`config.mk`:
```
export PLATFORM = sky130hd
export DESIGN_NAME = muldiv_unit
export DESIGN_NICKNAME = d
export VERILOG_FILES = /design/src/rtl/muldiv_pkg.sv /design/src/rtl/muldiv_div_core.sv /design/src/rtl/muldiv_unit.sv
export SDC_FILE = /design/constraint.sdc
export NUM_CORES = 2
export LEC_CHECK = 0
export ABC_CLOCK_PERIOD_IN_PS = 12500
export CORE_UTILIZATION = 40
export CTS_BUF_LIST = sky130_fd_sc_hd__clkbuf_16
export DETAILED_ROUTE_END_ITERATION = 8
export SLEW_MARGIN = 30
export SYNTH_ARGS = -nofsm -noshare
export SYNTH_HDL_FRONTEND = slang
export SYNTH_HIERARCHICAL = 1
export SYNTH_SLANG_ARGS = --single-unit
```
`constraint.sdc`:
```
create_clock -name clk -period 12.5 [get_ports clk]
set_input_delay 3.125 -clock clk [delete_from_list [all_inputs] [get_ports clk]]
set_output_delay 3.125 -clock clk [all_outputs]
set_load 0.02 [all_outputs]
```
`src/rtl/muldiv_pkg.sv`:
```
// Shared definitions for the RV32M multiply/divide unit: funct3 encodings,
// controller state type and a small decode helper.
package muldiv_pkg;

    // RISC-V M-extension funct3 encodings
    localparam logic [2:0] OP_MUL    = 3'b000;
    localparam logic [2:0] OP_MULH   = 3'b001;
    localparam logic [2:0] OP_MULHSU = 3'b010;
    localparam logic [2:0] OP_MULHU  = 3'b011;
    localparam logic [2:0] OP_DIV    = 3'b100;
    localparam logic [2:0] OP_DIVU   = 3'b101;
    localparam logic [2:0] OP_REM    = 3'b110;
    localparam logic [2:0] OP_REMU   = 3'b111;

    // Controller states
    typedef enum logic [2:0] {
        ST_IDLE = 3'd0,
        ST_MUL  = 3'd1,
        ST_DIV  = 3'd2,
        ST_FIX  = 3'd3,
        ST_DONE = 3'd4
    } state_e;

    // True for the signed divide/remainder operations
    function automatic logic is_signed_div(input logic [2:0] op);
        return (op == OP_DIV) || (op == OP_REM);
    endfunction

endpackage

```
`src/rtl/muldiv_div_core.sv`:
```
// Unsigned radix-2 restoring divider. One quotient bit per cycle, fixed
// XLEN-cycle latency from the start pulse. Results stay in the registers
// after completion until the next start.
module muldiv_div_core
    import muldiv_pkg::*;
#(
    parameter int XLEN = 32
) (
    input  logic            clk,
    input  logic            rst_n,
    input  logic            i_start,
    input  logic            i_kill,
    input  logic [XLEN-1:0] i_dividend,
    input  logic [XLEN-1:0] i_divisor,
    output logic [XLEN-1:0] o_quotient,
    output logic [XLEN-1:0] o_remainder,
    output logic            o_busy,
    output logic            o_last
);

    localparam int CW = $clog2(XLEN);

    logic [XLEN-1:0] r_rem;
    logic [XLEN-1:0] r_quo;   // holds remaining dividend bits, fills with quotient bits
    logic [XLEN-1:0] r_div;
    logic [CW-1:0]   r_cnt;
    logic            r_busy;

    logic [XLEN:0]   w_shift;
    logic [XLEN:0]   w_diff;

    // Trial subtraction of the divisor from the partial remainder with the next dividend bit shifted in
    always_comb begin
        w_shift = {r_rem, r_quo[XLEN-1]};
        w_diff  = w_shift - {1'b0, r_div};
    end

    // Iteration registers: load on start, one restoring step per cycle while busy
    always_ff @(posedge clk or negedge rst_n) begin
        if (!rst_n) begin
            r_rem  <= '0;
            r_quo  <= '0;
            r_div  <= '0;
            r_cnt  <= '0;
            r_busy <= 1'b0;
        end else if (i_start) begin
            r_rem  <= '0;
            r_quo  <= i_dividend;
            r_div  <= i_divisor;
            r_cnt  <= CW'(XLEN-1);
            r_busy <= 1'b1;
        end else if (i_kill) begin
            r_busy <= 1'b0;
        end else if (r_busy) begin
            if (!w_diff[XLEN]) begin
                r_rem <= w_diff[XLEN-1:0];
                r_quo <= {r_quo[XLEN-2:0], 1'b1};
            end else begin
                r_rem <= w_shift[XLEN-1:0];
                r_quo <= {r_quo[XLEN-2:0], 1'b0};
            end
            r_cnt <= r_cnt - 1'b1;
            if (r_cnt == '0) begin
                r_busy <= 1'b0;
            end
        end
    end

    assign o_quotient  = r_quo;
    assign o_remainder = r_rem;
    assign o_busy      = r_busy;
    assign o_last      = r_busy && (r_cnt == '0);

endmodule

```
`src/rtl/muldiv_unit.sv`:
```
// RV32M multiply/divide unit. Multiplies finish in one working cycle, divides
// run through the iterative core followed by a sign-fix cycle, and divide
// special cases (zero divisor, signed overflow) resolve in the accept cycle.
// result_valid is registered one cycle after the controller enters DONE.
module muldiv_unit
    import muldiv_pkg::*;
#(
    parameter int XLEN  = 32,
    parameter int TAG_W = 5
) (
    input  logic             clk,
    input  logic             rst_n,
    input  logic             flush,
    input  logic             start_valid,
    output logic             start_ready,
    input  logic [2:0]       op,
    input  logic [XLEN-1:0]  operand_a,
    input  logic [XLEN-1:0]  operand_b,
    input  logic [TAG_W-1:0] in_tag,
    output logic             result_valid,
    input  logic             result_ready,
    output logic [XLEN-1:0]  result,
    output logic [TAG_W-1:0] out_tag
);

    localparam logic [XLEN-1:0] INT_MIN = {1'b1, {(XLEN-1){1'b0}}};

    state_e           r_state;
    state_e           w_state_next;
    logic [2:0]       r_op;
    logic [XLEN-1:0]  r_a;
    logic [XLEN-1:0]  r_b;
    logic [TAG_W-1:0] r_tag;
    logic             r_neg_q;
    logic             r_neg_r;
    logic [XLEN-1:0]  r_result;
    logic             r_result_valid;

    logic             w_accept;
    logic             w_signed;
    logic             w_div_zero;
    logic             w_ovf;
    logic             w_special;
    logic [XLEN-1:0]  w_special_result;
    logic [XLEN-1:0]  w_abs_a;
    logic [XLEN-1:0]  w_abs_b;
    logic             w_div_start;

    logic             w_a_sgn;
    logic             w_b_sgn;
    logic [XLEN:0]    w_a_ext;
    logic [XLEN:0]    w_b_ext;
    logic [2*XLEN-1:0] w_a_wide;
    logic [2*XLEN-1:0] w_b_wide;
    logic [2*XLEN-1:0] w_prod;
    logic [XLEN-1:0]  w_mul_result;

    logic [XLEN-1:0]  w_quo;
    logic [XLEN-1:0]  w_rem;
    logic             w_div_busy;
    logic             w_div_last;
    logic [XLEN-1:0]  w_fix_result;

    assign start_ready = (r_state == ST_IDLE);
    assign w_accept    = start_valid && start_ready && !flush;

    // Decode of the incoming request: divide special cases and operand magnitudes
    always_comb begin
        w_signed   = is_signed_div(op);
        w_div_zero = (operand_b == '0);
        w_ovf      = w_signed && (operand_a == INT_MIN) && (operand_b == '1);
        w_special  = op[2] && (w_div_zero || w_ovf);
        if (w_div_zero) begin
            w_special_result = op[1] ? operand_a : '1;
        end else begin
            w_special_result = op[1] ? '0 : operand_a;
        end
        w_abs_a     = (w_signed && operand_a[XLEN-1]) ? (~operand_a + 1'b1) : operand_a;
        w_abs_b     = (w_signed && operand_b[XLEN-1]) ? (~operand_b + 1'b1) : operand_b;
        w_div_start = w_accept && op[2] && !w_special;
    end

    // Multiply: (XLEN+1)-bit sign/zero extension, then a 2*XLEN product; only the low 2*XLEN bits matter
    always_comb begin
        w_a_sgn      = (r_op[1:0] != 2'b11);
        w_b_sgn      = (r_op[1:0] == 2'b01);
        w_a_ext      = {w_a_sgn & r_a[XLEN-1], r_a};
        w_b_ext      = {w_b_sgn & r_b[XLEN-1], r_b};
        w_a_wide     = {{(XLEN-1){w_a_ext[XLEN]}}, w_a_ext};
        w_b_wide     = {{(XLEN-1){w_b_ext[XLEN]}}, w_b_ext};
        w_prod       = w_a_wide * w_b_wide;
        w_mul_result = (r_op == OP_MUL) ? w_prod[XLEN-1:0] : w_prod[2*XLEN-1:XLEN];
    end

    muldiv_div_core #(
        .XLEN (XLEN)
    ) u_div_core (
        .clk         (clk),
        .rst_n       (rst_n),
        .i_start     (w_div_start),
        .i_kill      (flush),
        .i_dividend  (w_abs_a),
        .i_divisor   (w_abs_b),
        .o_quotient  (w_quo),
        .o_remainder (w_rem),
        .o_busy      (w_div_busy),
        .o_last      (w_div_last)
    );

    // Sign correction of the unsigned divider outputs
    always_comb begin
        if (r_op[1]) begin
            w_fix_result = r_neg_r ? (~w_rem + 1'b1) : w_rem;
        end else begin
            w_fix_result = r_neg_q ? (~w_quo + 1'b1) : w_quo;
        end
    end

    // Next-state logic; flush overrides every transition
    always_comb begin
        w_state_next = r_state;
        case (r_state)
            ST_IDLE: begin
                if (w_accept) begin
                    if (!op[2])         w_state_next = ST_MUL;
                    else if (w_special) w_state_next = ST_DONE;
                    else                w_state_next = ST_DIV;
                end
            end
            ST_MUL:  w_state_next = ST_DONE;
            ST_DIV:  if (w_div_last) w_state_next = ST_FIX;
            ST_FIX:  w_state_next = ST_DONE;
            ST_DONE: if (r_result_valid && result_ready) w_state_next = ST_IDLE;
            default: w_state_next = ST_IDLE;
        endcase
        if (flush) begin
            w_state_next = ST_IDLE;
        end
    end

    // State, captured request and registered result
    always_ff @(posedge clk or negedge rst_n) begin
        if (!rst_n) begin
            r_state        <= ST_IDLE;
            r_op           <= '0;
            r_a            <= '0;
            r_b            <= '0;
            r_tag          <= '0;
            r_neg_q        <= 1'b0;
            r_neg_r        <= 1'b0;
            r_result       <= '0;
            r_result_valid <= 1'b0;
        end else begin
            r_state <= w_state_next;
            if (w_accept) begin
                r_op    <= op;
                r_a     <= operand_a;
                r_b     <= operand_b;
                r_tag   <= in_tag;
                r_neg_q <= w_signed && (operand_a[XLEN-1] ^ operand_b[XLEN-1]);
                r_neg_r <= w_signed && operand_a[XLEN-1];
            end
            if (w_accept && w_special) begin
                r_result <= w_special_result;
            end else if (r_state == ST_MUL) begin
                r_result <= w_mul_result;
            end else if (r_state == ST_FIX) begin
                r_result <= w_fix_result;
            end
            r_result_valid <= !flush && (r_state == ST_DONE) && !(r_result_valid && result_ready);
        end
    end

    assign result_valid = r_result_valid;
    assign result       = r_result;
    assign out_tag      = r_tag;

endmodule

```
==> summary.md <==
| Metric | Value |
|---|---|
| Outcome | finished, final reports clean |
| Routed via count divided by cell count | 5.32 |
| Pin count of the biggest net entering global routing | 85 |
| Top library cells by usage in the layout, fill and taps aside | inv_1 (1264), fa_1 (1125), nand2_1 (1011), and2_1 (284), ha_1 (251) |
| Highest clock frequency the design can meet | 104 MHz |
| Count of TritonRoute iterations in the first routing pass | 6 |
| GRT Util Overall | 0.245 |
| Transition time at the pin with the least slew margin | 1.01 ns |
| Number of enable flip-flop cells after synthesis | 0 |
| Count of standard-cell rows | 132 |
| Number of buffers between clock root and the deepest sink | 3 |
| Cell repeated most along the worst path | fa_1 |
| Post-synthesis instance area | 52700 um2 |
| Top FF cell, synth | dfrtp_1 |
| Proportion of layout cells with a drive suffix above 1 | 0.0443 |
| TritonCTS clock tree | done |
| Sort of element at the start of the critical path | flip-flop |
| Count of synthesis-stage warnings from yosys | 6 |
| Half-perimeter wire length after placement | 127 mm |
| Number of buffers added by the clock tree synthesis step | 26 |
| Total number of vias | 40500 |
| MaxCap Viol Count | 0 |
| Max-slew headroom at the worst pin | 0.325 |
| Core area | 130000 um2 |
| Register bit total from synthesis | 212 |
| DR iter-0 viols | 2921 |
| Setup Viol. Count Final | 0 |
| Worst setup margin | 2.91 ns |
| Number of buffers inserted for hold repair after clock tree synthesis | 0 |
| Critical setup path kind | reg2reg |
| Delay of the slowest cell on the worst path | 0.84 ns |
| Drc violations | 0 |
| Skew final | 0.0310 ns |
| DIE HEIGHT | 365 um |
| Most common cell after layout, fill and taps aside | inv_1 |
| Synth unique cells | 96 |
| Clock slew seen by the registers of the worst setup and hold paths | 0.07 ns |
| Total negative setup slack | 0 ns |
| Proportion of register bits with asynchronous set or reset after synthesis | 1.00 |
| Total Wirelength | 157 mm |
| Area of the die | 133000 um2 |
| Later-pin clock latency in the skew report | 0.58 ns |
| Hold WC Path Type | reg2reg |
| Mean Syn Cell Area | 8.82 um2 |
| Chip width | 365 um |
| Net Count, Synth | 7428 |
| CP Max Fanout | 53 |
| Pre-CTS worst setup slack | 2.96 ns |
| Required arrival time at the worst endpoint | 12.99 ns |
| Final critical-path required period | 9.59 ns |
| Capturing element type of the critical path | flip-flop |
| Io pins | 116 |
| Final hold violations | 0 |
| Buffer count from post-CTS setup fixing | 0 |
| Antenna violations before repair | 4 |
| Share of the cycle needed by the critical path after routing | 0.767 |
| NumNets Final | 7306 |
| IO Port Bufs | 115 |
| Count of fill cells added during filler insertion | 13100 |
| Number of sinks handled by clock tree synthesis | 212 |
| Root buffer cell | clkbuf_16 |
| Post-detailed-route wirelength per cell | 20.6 um |
| Unrepaired setup endpoints after global routing | no |
| Post-synthesis sequential area ratio | 0.101 |
| Cells resized by post-CTS repair | 0 |
| Remaining global-route overflow | 0 |
| Via count of the first global-routing pass | 43200 |
| Fin. max-slew vios | 0 |
| Area of all placed cells without fillers | 56200 um2 |
| Gpl congestion | 0.947 |
| Initial cell density of the core | 0.405 |
| Arrival @ worst endpoint | 10.07 ns |
| Global-route wire length before repair | 253 mm |
| ANT nets after route | 0 |
| Inst Count DP | 7566 |
| Non-filler cells in the finished layout | 7615 |
| Synth-to-Final Area Change | 6.69% |
| Cell type of the slowest stage on the worst timing path | fa_1 |
| Gate count after technology mapping | 5974 |
| Post-placement cell area | 55400 um2 |
| Number of H-tree branching levels | 1 |
-- stage by stage --
| stage | util | hold WS [ns] |
|---|---|---|
| 2_1_floorplan | - | 0.462 |
| 3_3_place_gp | 0.425 | 0.472 |
| 3_5_place_dp | 0.425 | 0.483 |
| 4_1_cts | 0.432 | 0.497 |
| 5_1_grt | 0.432 | 0.519 |
| 6_report | 0.432 | 0.498 |
-- worst max-delay path: cells and delay by family (launching register included) --
family	cells	cell delay [ns]
xor+xnor	1	0.16
compound gates	5	1.32
flops	1	0.32
simple gates	6	1.51
fa+ha+maj	9	4.62
buf+inv	8	1.56
-- final timing paths --
kind | from | to | slack [ns] | cells past startpoint
worst min-delay path | r_b[13]$_DFFE_PN0P_ | r_b[13]$_DFFE_PN0P_ | 0.50 | 2
worst max register to register | r_a[31]$_DFFE_PN0P_ | result[25]$_DFFE_PN0P_ | 2.91 | 29
worst min register to register | r_b[13]$_DFFE_PN0P_ | r_b[13]$_DFFE_PN0P_ | 0.50 | 2
min in group asynchronous | rst_n | u_div_core/r_cnt[2]$_DFFE_PN0P_ | 2.56 | 1
worst max-delay path | r_a[31]$_DFFE_PN0P_ | result[25]$_DFFE_PN0P_ | 2.91 | 29
max in group asynchronous | rst_n | r_a[6]$_DFFE_PN0P_ | 8.62 | 2
-- layer usage --
| layer | global-route usage | up-vias | part of all wire |
|---|---|---|---|
| met1 | 0.337 | 21100 | 0.44 |
| met2 | 0.412 | 1245 | 0.47 |
| li1 | - | 17900 | - |
| met3 | 0.0307 | 213 | 0.062 |
| met4 | 0.0558 | 2 | 0.026 |
| met5 | 0 | - | 0.000070 |
-- cell usage after synthesis (23+ instances only) --
cell      instances  area [um2]
inv_1          1258        4720
fa_1           1126       22500
nand2_1        1011        3790
clkbuf_1        322        1210
and2_1          283        1770
ha_1            251        3140
o21ai_0         225        1130
dfrtp_1         212        5310
a21oi_1         196         981
nor2_1          151         567
xnor2_1         131        1150
xor2_1           84         736
mux2_2           63         709
mux2i_1          52         521
a21o_1           44         330
nand3_1          41         205
a31oi_1          40         250
nor3_1           38         190
o31ai_1          35         263
and3_1           34         213
nand4_1          29         181
o211ai_1         25         188
a211oi_1         23         173
-- layout make-up --
cell class | count | area, um2 | share of cell area
clock buffers | 26 | 651 | 0.0116
well taps | 1742 | 2180 | 0.0388
inverters | 1258 | 4720 | 0.0840
repair buffers | 197 | 1780 | 0.0316
multi-input cells | 4157 | 41400 | 0.735
clock inverters | 22 | 223 | 0.00396
flip-flops and latches | 212 | 5320 | 0.0947
diodes | 1 | 2.50 | 0.0000445
-- logic make-up (layout without fill, tap and decap cells) --
group,after synthesis,after routing,share of synthesized area
buffers and inverters,1605,1503,0.115
AOI/OAI and AO/OA,721,721,0.0849
DFF,212,212,0.101
xor gates and xnor gates,215,215,0.0357
adders and majority gates,1380,1380,0.488
and+or+nand+nor,1726,1726,0.152
muxes,115,115,0.0233
other,0,1,0
-- state kept, by name (all words and copies together) (netlist names) --
name,cells
r_a,32
r_b,32
result,32
u_div_core/o_quotient,32
u_div_core/o_remainder,32
u_div_core/r_div,32
out_tag,5
u_div_core/r_cnt,5
r_op,3
r_state,3
r_neg_q,1
r_neg_r,1
result_valid,1
u_div_core/o_busy,1
Power is left out: the tool's default activity adds up to more than one toggle a clock period on the data nets, which glitch-free logic cannot reach.
